<file path="src/rtl/muldiv_pkg.sv">
// Shared definitions for the sequential multiply/divide unit: op encodings,
// FSM state type and the default operand width.
package muldiv_pkg;

   localparam int DEFAULT_WIDTH = 32;

   localparam logic [1:0] OP_MULT  = 2'b00;
   localparam logic [1:0] OP_DIV   = 2'b01;
   localparam logic [1:0] OP_MULTU = 2'b10;
   localparam logic [1:0] OP_DIVU  = 2'b11;

   typedef enum logic [1:0] {
      ST_IDLE = 2'd0,
      ST_CALC = 2'd1,
      ST_FIX  = 2'd2,
      ST_DONE = 2'd3
   } state_e;

endpackage

</file>
<file path="src/rtl/muldiv_signfix.sv">
// Conditional two's-complement negation. Converts signed operands to
// magnitudes on entry and restores result signs after the iterations.
module muldiv_signfix #(
   parameter int WIDTH = 32
) (
   input  logic [WIDTH-1:0] in_i,
   input  logic             neg_i,
   output logic [WIDTH-1:0] out_o
);

   // negate when requested, pass through otherwise
   always_comb begin
      out_o = neg_i ? ((~in_i) + WIDTH'(1)) : in_i;
   end

endmodule

</file>
<file path="src/rtl/muldiv_seq.sv">
// Sequential multiply/divide unit: radix-2 shift-add multiply and restoring
// divide on operand magnitudes, followed by a sign-fix stage.
// Optional feature macro: MULDIV_UNSIGNED_EN enables multu/divu; without it
// op[1] is ignored and every operation is signed.
module muldiv_seq
   import muldiv_pkg::*;
#(
   parameter int WIDTH = DEFAULT_WIDTH
) (
   input  logic             clock,
   input  logic             reset,
   input  logic             start,
   input  logic [1:0]       op,
   input  logic [WIDTH-1:0] a,
   input  logic [WIDTH-1:0] b,
   output logic             busy,
   output logic             done,
   output logic             divby0,
   output logic [WIDTH-1:0] hi,
   output logic [WIDTH-1:0] lo
);

   localparam int CW = $clog2(WIDTH);

   state_e             state_q, state_d;
   logic [CW-1:0]      cnt_q, cnt_d;
   logic [2*WIDTH-1:0] acc_q, acc_d;     // {product hi, multiplier} or {remainder, quotient}
   logic [WIDTH-1:0]   m_q, m_d;         // multiplicand or divisor magnitude
   logic               div_q, div_d;
   logic               neg_q, neg_d;     // product / quotient sign
   logic               rneg_q, rneg_d;   // remainder sign (dividend sign)
   logic               dz_q, dz_d;
   logic               busy_q, busy_d;
   logic               done_q, done_d;
   logic               divby0_q, divby0_d;
   logic [WIDTH-1:0]   hi_q, hi_d;
   logic [WIDTH-1:0]   lo_q, lo_d;

   logic               op_div, op_signed, a_neg, b_neg, b_zero;
   logic [WIDTH-1:0]   a_mag, b_mag;
   logic [WIDTH:0]     mul_sum, div_tmp, div_diff;
   logic [2*WIDTH-1:0] mul_next, div_next, prod_fix;
   logic [WIDTH-1:0]   quo_fix, rem_fix;

   assign op_div = (op == OP_DIV) || (op == OP_DIVU);
`ifdef MULDIV_UNSIGNED_EN
   assign op_signed = (op == OP_MULT) || (op == OP_DIV);
`else
   assign op_signed = 1'b1;
`endif
   assign a_neg  = op_signed & a[WIDTH-1];
   assign b_neg  = op_signed & b[WIDTH-1];
   assign b_zero = (b == '0);

   muldiv_signfix #(.WIDTH(WIDTH)) u_abs_a (.in_i(a), .neg_i(a_neg), .out_o(a_mag));
   muldiv_signfix #(.WIDTH(WIDTH)) u_abs_b (.in_i(b), .neg_i(b_neg), .out_o(b_mag));

   // One shift-add step: add multiplicand to the high half when the current
   // multiplier bit is set, then shift the whole accumulator right.
   assign mul_sum  = {1'b0, acc_q[2*WIDTH-1:WIDTH]} + (acc_q[0] ? {1'b0, m_q} : '0);
   assign mul_next = {mul_sum, acc_q[WIDTH-1:1]};

   // One restoring-divide step: shift the next dividend bit into the partial
   // remainder and subtract when it fits; bit WIDTH of the difference is the borrow.
   assign div_tmp  = {acc_q[2*WIDTH-1:WIDTH], acc_q[WIDTH-1]};
   assign div_diff = div_tmp - {1'b0, m_q};
   assign div_next = div_diff[WIDTH]
                   ? {div_tmp[WIDTH-1:0], acc_q[WIDTH-2:0], 1'b0}
                   : {div_diff[WIDTH-1:0], acc_q[WIDTH-2:0], 1'b1};

   muldiv_signfix #(.WIDTH(2*WIDTH)) u_fix_prod (.in_i(acc_q), .neg_i(neg_q), .out_o(prod_fix));
   muldiv_signfix #(.WIDTH(WIDTH)) u_fix_quo (.in_i(acc_q[WIDTH-1:0]), .neg_i(neg_q), .out_o(quo_fix));
   muldiv_signfix #(.WIDTH(WIDTH)) u_fix_rem (.in_i(acc_q[2*WIDTH-1:WIDTH]), .neg_i(rneg_q), .out_o(rem_fix));

   // Next-state and datapath decisions; defaults hold every register.
   always_comb begin
      logic accept_dz;
      state_d   = state_q;
      cnt_d     = cnt_q;
      acc_d     = acc_q;
      m_d       = m_q;
      div_d     = div_q;
      neg_d     = neg_q;
      rneg_d    = rneg_q;
      dz_d      = dz_q;
      hi_d      = hi_q;
      lo_d      = lo_q;
      done_d    = 1'b0;
      divby0_d  = 1'b0;
      accept_dz = 1'b0;

      case (state_q)
         ST_CALC: begin
            acc_d = div_q ? div_next : mul_next;
            if (cnt_q == '0) begin
               state_d = ST_FIX;
            end else begin
               cnt_d = cnt_q - CW'(1);
            end
         end
         ST_FIX: begin
            if (!dz_q) begin
               acc_d = div_q ? {rem_fix, quo_fix} : prod_fix;
            end
            state_d = ST_DONE;
         end
         ST_DONE: begin
            done_d   = 1'b1;
            divby0_d = dz_q;
            if (!dz_q) begin
               hi_d = acc_q[2*WIDTH-1:WIDTH];
               lo_d = acc_q[WIDTH-1:0];
            end
            state_d = ST_IDLE;
         end
         default: ;
      endcase

      // New requests are taken while idle or in the completion cycle.
      if ((state_q == ST_IDLE || state_q == ST_DONE) && start) begin
         div_d  = op_div;
         neg_d  = a_neg ^ b_neg;
         rneg_d = a_neg;
         cnt_d  = CW'(WIDTH - 1);
         if (op_div) begin
            acc_d = {{WIDTH{1'b0}}, a_mag};
            m_d   = b_mag;
         end else begin
            acc_d = {{WIDTH{1'b0}}, b_mag};
            m_d   = a_mag;
         end
         if (op_div && b_zero) begin
            // Divide-by-zero passes through FIX untouched so that done lands
            // two edges after acceptance, with busy only in the DONE cycle.
            dz_d      = 1'b1;
            accept_dz = 1'b1;
            state_d   = ST_FIX;
         end else begin
            dz_d    = 1'b0;
            state_d = ST_CALC;
         end
      end

      busy_d = (state_d != ST_IDLE) && !accept_dz;
   end

   // State and datapath registers with asynchronous active-low reset.
   always_ff @(posedge clock or negedge reset) begin
      if (!reset) begin
         state_q  <= ST_IDLE;
         cnt_q    <= '0;
         acc_q    <= '0;
         m_q      <= '0;
         div_q    <= 1'b0;
         neg_q    <= 1'b0;
         rneg_q   <= 1'b0;
         dz_q     <= 1'b0;
         busy_q   <= 1'b0;
         done_q   <= 1'b0;
         divby0_q <= 1'b0;
         hi_q     <= '0;
         lo_q     <= '0;
      end else begin
         state_q  <= state_d;
         cnt_q    <= cnt_d;
         acc_q    <= acc_d;
         m_q      <= m_d;
         div_q    <= div_d;
         neg_q    <= neg_d;
         rneg_q   <= rneg_d;
         dz_q     <= dz_d;
         busy_q   <= busy_d;
         done_q   <= done_d;
         divby0_q <= divby0_d;
         hi_q     <= hi_d;
         lo_q     <= lo_d;
      end
   end

   assign busy   = busy_q;
   assign done   = done_q;
   assign divby0 = divby0_q;
   assign hi     = hi_q;
   assign lo     = lo_q;

endmodule

</file>
<file path="config.mk">
export PLATFORM = sky130hd
export DESIGN_NAME = muldiv_seq
export DESIGN_NICKNAME = d
export VERILOG_FILES = /design/src/rtl/muldiv_pkg.sv /design/src/rtl/muldiv_signfix.sv /design/src/rtl/muldiv_seq.sv
export SDC_FILE = /design/constraint.sdc
export NUM_CORES = 1
export LEC_CHECK = 0
export BUFFER_PORTS_ARGS = -buffer_cell sky130_fd_sc_hd__buf_4
export CAP_MARGIN = 20
export CORE_MARGIN = 2
export CORE_UTILIZATION = 55
export CTS_BUF_LIST = sky130_fd_sc_hd__clkbuf_8
export CTS_CLUSTER_SIZE = 28
export DETAILED_ROUTE_END_ITERATION = 10
export PLACE_DENSITY = 0.78
export SLEW_MARGIN = 20
export SYNTH_ARGS = -nofsm -noshare
export SYNTH_HDL_FRONTEND = slang
export SYNTH_SLANG_ARGS = --single-unit
</file>
<file path="constraint.sdc">
create_clock -name clock -period 4.5 [get_ports clock]
set_clock_uncertainty 0.2 [all_clocks]
set_input_delay 0.9 -clock clock [delete_from_list [all_inputs] [get_ports clock]]
set_output_delay 0.9 -clock clock [all_outputs]
set_load 0.01 [all_outputs]
</file>
==> impl_results.md <==
- Die footprint: 27920 µm²
- Final #Nets: 2043
- Slew HR: 38.13%
- Min-delay worst type: in -> async
- Max-slew violations: 0
- Async S/R FF share, synth: 100.0%
- H-tree Lvls: 4
- Global Route Usage Sum: 32.74%
- Critical path peak fanout: 16
- Max cap viols: 0
- Final hold slack: 0.1677 ns
- Synthesized cell area: 14630 µm²
- Clock Latency Late Sink: 0.51 ns
- Grt ovf: 0
- Finished Cell Area: 16390 µm²
- Final setup viols: 0
- Clock root buffer: clkbuf_8
- Pwr dens: 646.7 nW/µm²
- Type of the worst setup path: reg -> reg
- Global-route wire length before repair: 72.88 mm
- Synth Register Bits: 174
- Vias in the first global route: 13567
- CP max stage delay: 0.65 ns
- I/O Pins: 136
- Starting Density: 56.14%
- Period utilisation layout: 95.68%
- Static Leak: 7.329 nW
- DP Cell Count: 2216
- Commonest non-fill, non-tap cell in the layout: o21ai_0
- Area delta synth->final: 12.06%
- Critical Path AT: 4.46 ns
- Sequential area share after synthesis: 29.76%
- Number of synthesized flops with an enable pin: 0
- Hpwl dp: 35.01 mm
- CTS Hold Buffers Added: 0
- FMAX: 0.2322 GHz
- RSZ-0062 raised after global routing: false
- Critical Path End Type: flip-flop
- Post-synthesis cell count: 1818
- Largest net degree at the start of global routing: 74
- CTS Sinks: 174
- Post-CTS Resized: 0
- Placer Congestion: 0.9866
- Yosys warning total: 0
- Status: finished, final reports clean
- Routed vias: 14573
- Syn_nets: 1961
- Crit path cell chain: inv_1 > buf_4 > nor2_1 > ha_1 > o211ai_1 > nor3_1 > o21ai_0 > a21boi_0 > a41o_1 > a21boi_0 > o211a_1 > o21ai_0 > o211ai_1
- Distinct cells, synth: 75
- DIE WIDTH: 167.1 µm
- Port bufs: 134
- Hold Vio Cnt, Final: 0
- Commonest cells after routing, fill and taps aside: 200 x o21ai_0, 179 x nand2_1, 173 x dfrtp_1
- Req. time, crit path: 4.65 ns
- Layout cells sized above 1: 15.26%
- Post-CTS setup buffers: 0
- Initial antenna violation count: 0
- Vias per cell: 6.480
- Die span in y: 167.1 µm
- Row count: 59
- Final Critical Period: 4.306 ns
- Worst setup SP type: flip-flop
- Area after DPL: 15980 µm²
- CTS tree: built
- DR WL/cell: 20.56 µm
- WL final: 46.25 mm
- Avg Inst Size Synth: 8.047 µm²
- Ys flop type: dfrtp_1
- Clk slew on worst S/H paths: 0.13 ns
- Non-Filler Instances: 2249
- Worst slew pin tran: 0.9281 ns
- CTS buffer count: 17
- Clock Tree Buf Depth: 2
- Post-DRT Antenna Nets: 0
- R2R setup slack: 0.19 ns
- Final TNS setup: 0 ns
- CP max-delay cell: a21boi_0
- Peak supply drop: 0.4235 mV
- Core Area: 26060 µm²
- DRC: 0
- Pre-antenna DRT Iters: 8
- Initial DRC count: 1438
-- critical path: cells and delay by family, from the launching register on --
family	cells	cell delay [ns]
buf+inv	2	0.66
flops	1	0.45
simple gates	2	0.24
compound gates	8	2.22
fa+ha+maj	1	0.38
-- layout make-up --
cell class              count  area [µm²]
repair buffers            170        1305
inverters                  68       255.2
flip-flops and latches    174        4355
diodes                      1       2.502
fillers                  2331        9664
clock inverters            15       182.7
clock buffers              17       234.0
multi-input cells        1469        9641
well taps                 335       419.2
-- power breakdown --
part	switching, mW	internal [mW]	leakage (nW)	total (mW)
clock network	0.753	0.430	0.205	1.18
logic	4.09	2.70	4.88	6.79
registers	0.644	1.99	2.25	2.63
-- cell usage after synthesis (all sizes together), types with 14 or more instances --
library cell  count  area (µm²)
a31oi            15       93.84
mux2i            49       490.5
or4              14       105.1
nand3            33       165.2
clkbuf           95       356.6
mux2             61       686.9
nor4             15       106.4
dfrtp           174        4354
nor3             56       280.3
o31ai            19       142.6
xor2             55       481.7
a21o             28       210.2
a211oi           26       195.2
nor2            154       578.1
o21ai           203        1016
xnor2            72       630.6
inv              68       255.2
nand2           181       679.4
or3              35       234.0
o211ai           36       270.3
a22oi            15       112.6
ha               72       900.9
a21oi           134       670.6
-- metal layers --
metal | track usage [%] | wire, µm
met5 | 0 | 0
met4 | 13.68 | 1685
met3 | 4.562 | 3936
met2 | 53.19 | 21450
met1 | 44.06 | 19180
-- cell families after synthesis --
group / count (synthesis) / synth area share [%]
buf+inv: 175 / 4.515
compound gates: 589 / 25.18
mux: 110 / 8.048
simple gates: 569 / 18.46
fa+ha+maj: 74 / 6.431
xor+xnor: 127 / 7.603
flops: 174 / 29.76
-- path summary, 6_finish.rpt --
kind,start,to,cells past startpoint
hold / removal,reset,hi[6]$_DFFE_PN0P_,1
max in group asynchronous,reset,acc_q[46]$_DFFE_PN0P_,2
hold reg to reg,lo[15]$_DFFE_PN0P_,lo[15]$_DFFE_PN0P_,2
setup reg to reg,acc_q[0]$_DFFE_PN0P_,acc_q[59]$_DFFE_PN0P_,13
min in group clock,lo[15]$_DFFE_PN0P_,lo[15]$_DFFE_PN0P_,2
setup / recovery,acc_q[0]$_DFFE_PN0P_,acc_q[59]$_DFFE_PN0P_,13
-- registers in the layout, indices dropped and copies added (netlist names) --
| signal | count |
|---|---|
| m_q | 32 |
| rneg_q | 1 |
| busy | 1 |
| acc_q | 64 |
| done | 1 |
| state_q | 2 |
| neg_q | 1 |
| div_q | 1 |
| divby0 | 1 |
| lo | 32 |
| hi | 32 |
| dz_q | 1 |
| cnt_q | 5 |
-- through the flow --
stage / power, mW / utilization (%) / setup WS (ns)
2_1_floorplan: 7.378 / - / 0.7685
3_3_place_gp: 9.076 / 61.31 / 0.3333
3_5_place_dp: 9.226 / 61.31 / 0.2894
4_1_cts: 10.42 / 62.90 / 0.3992
5_1_grt: 11.34 / 62.90 / 0.001762
6_report: 10.60 / 62.91 / 0.1942
No activity file was read; power rests on OpenSTA's default activity.
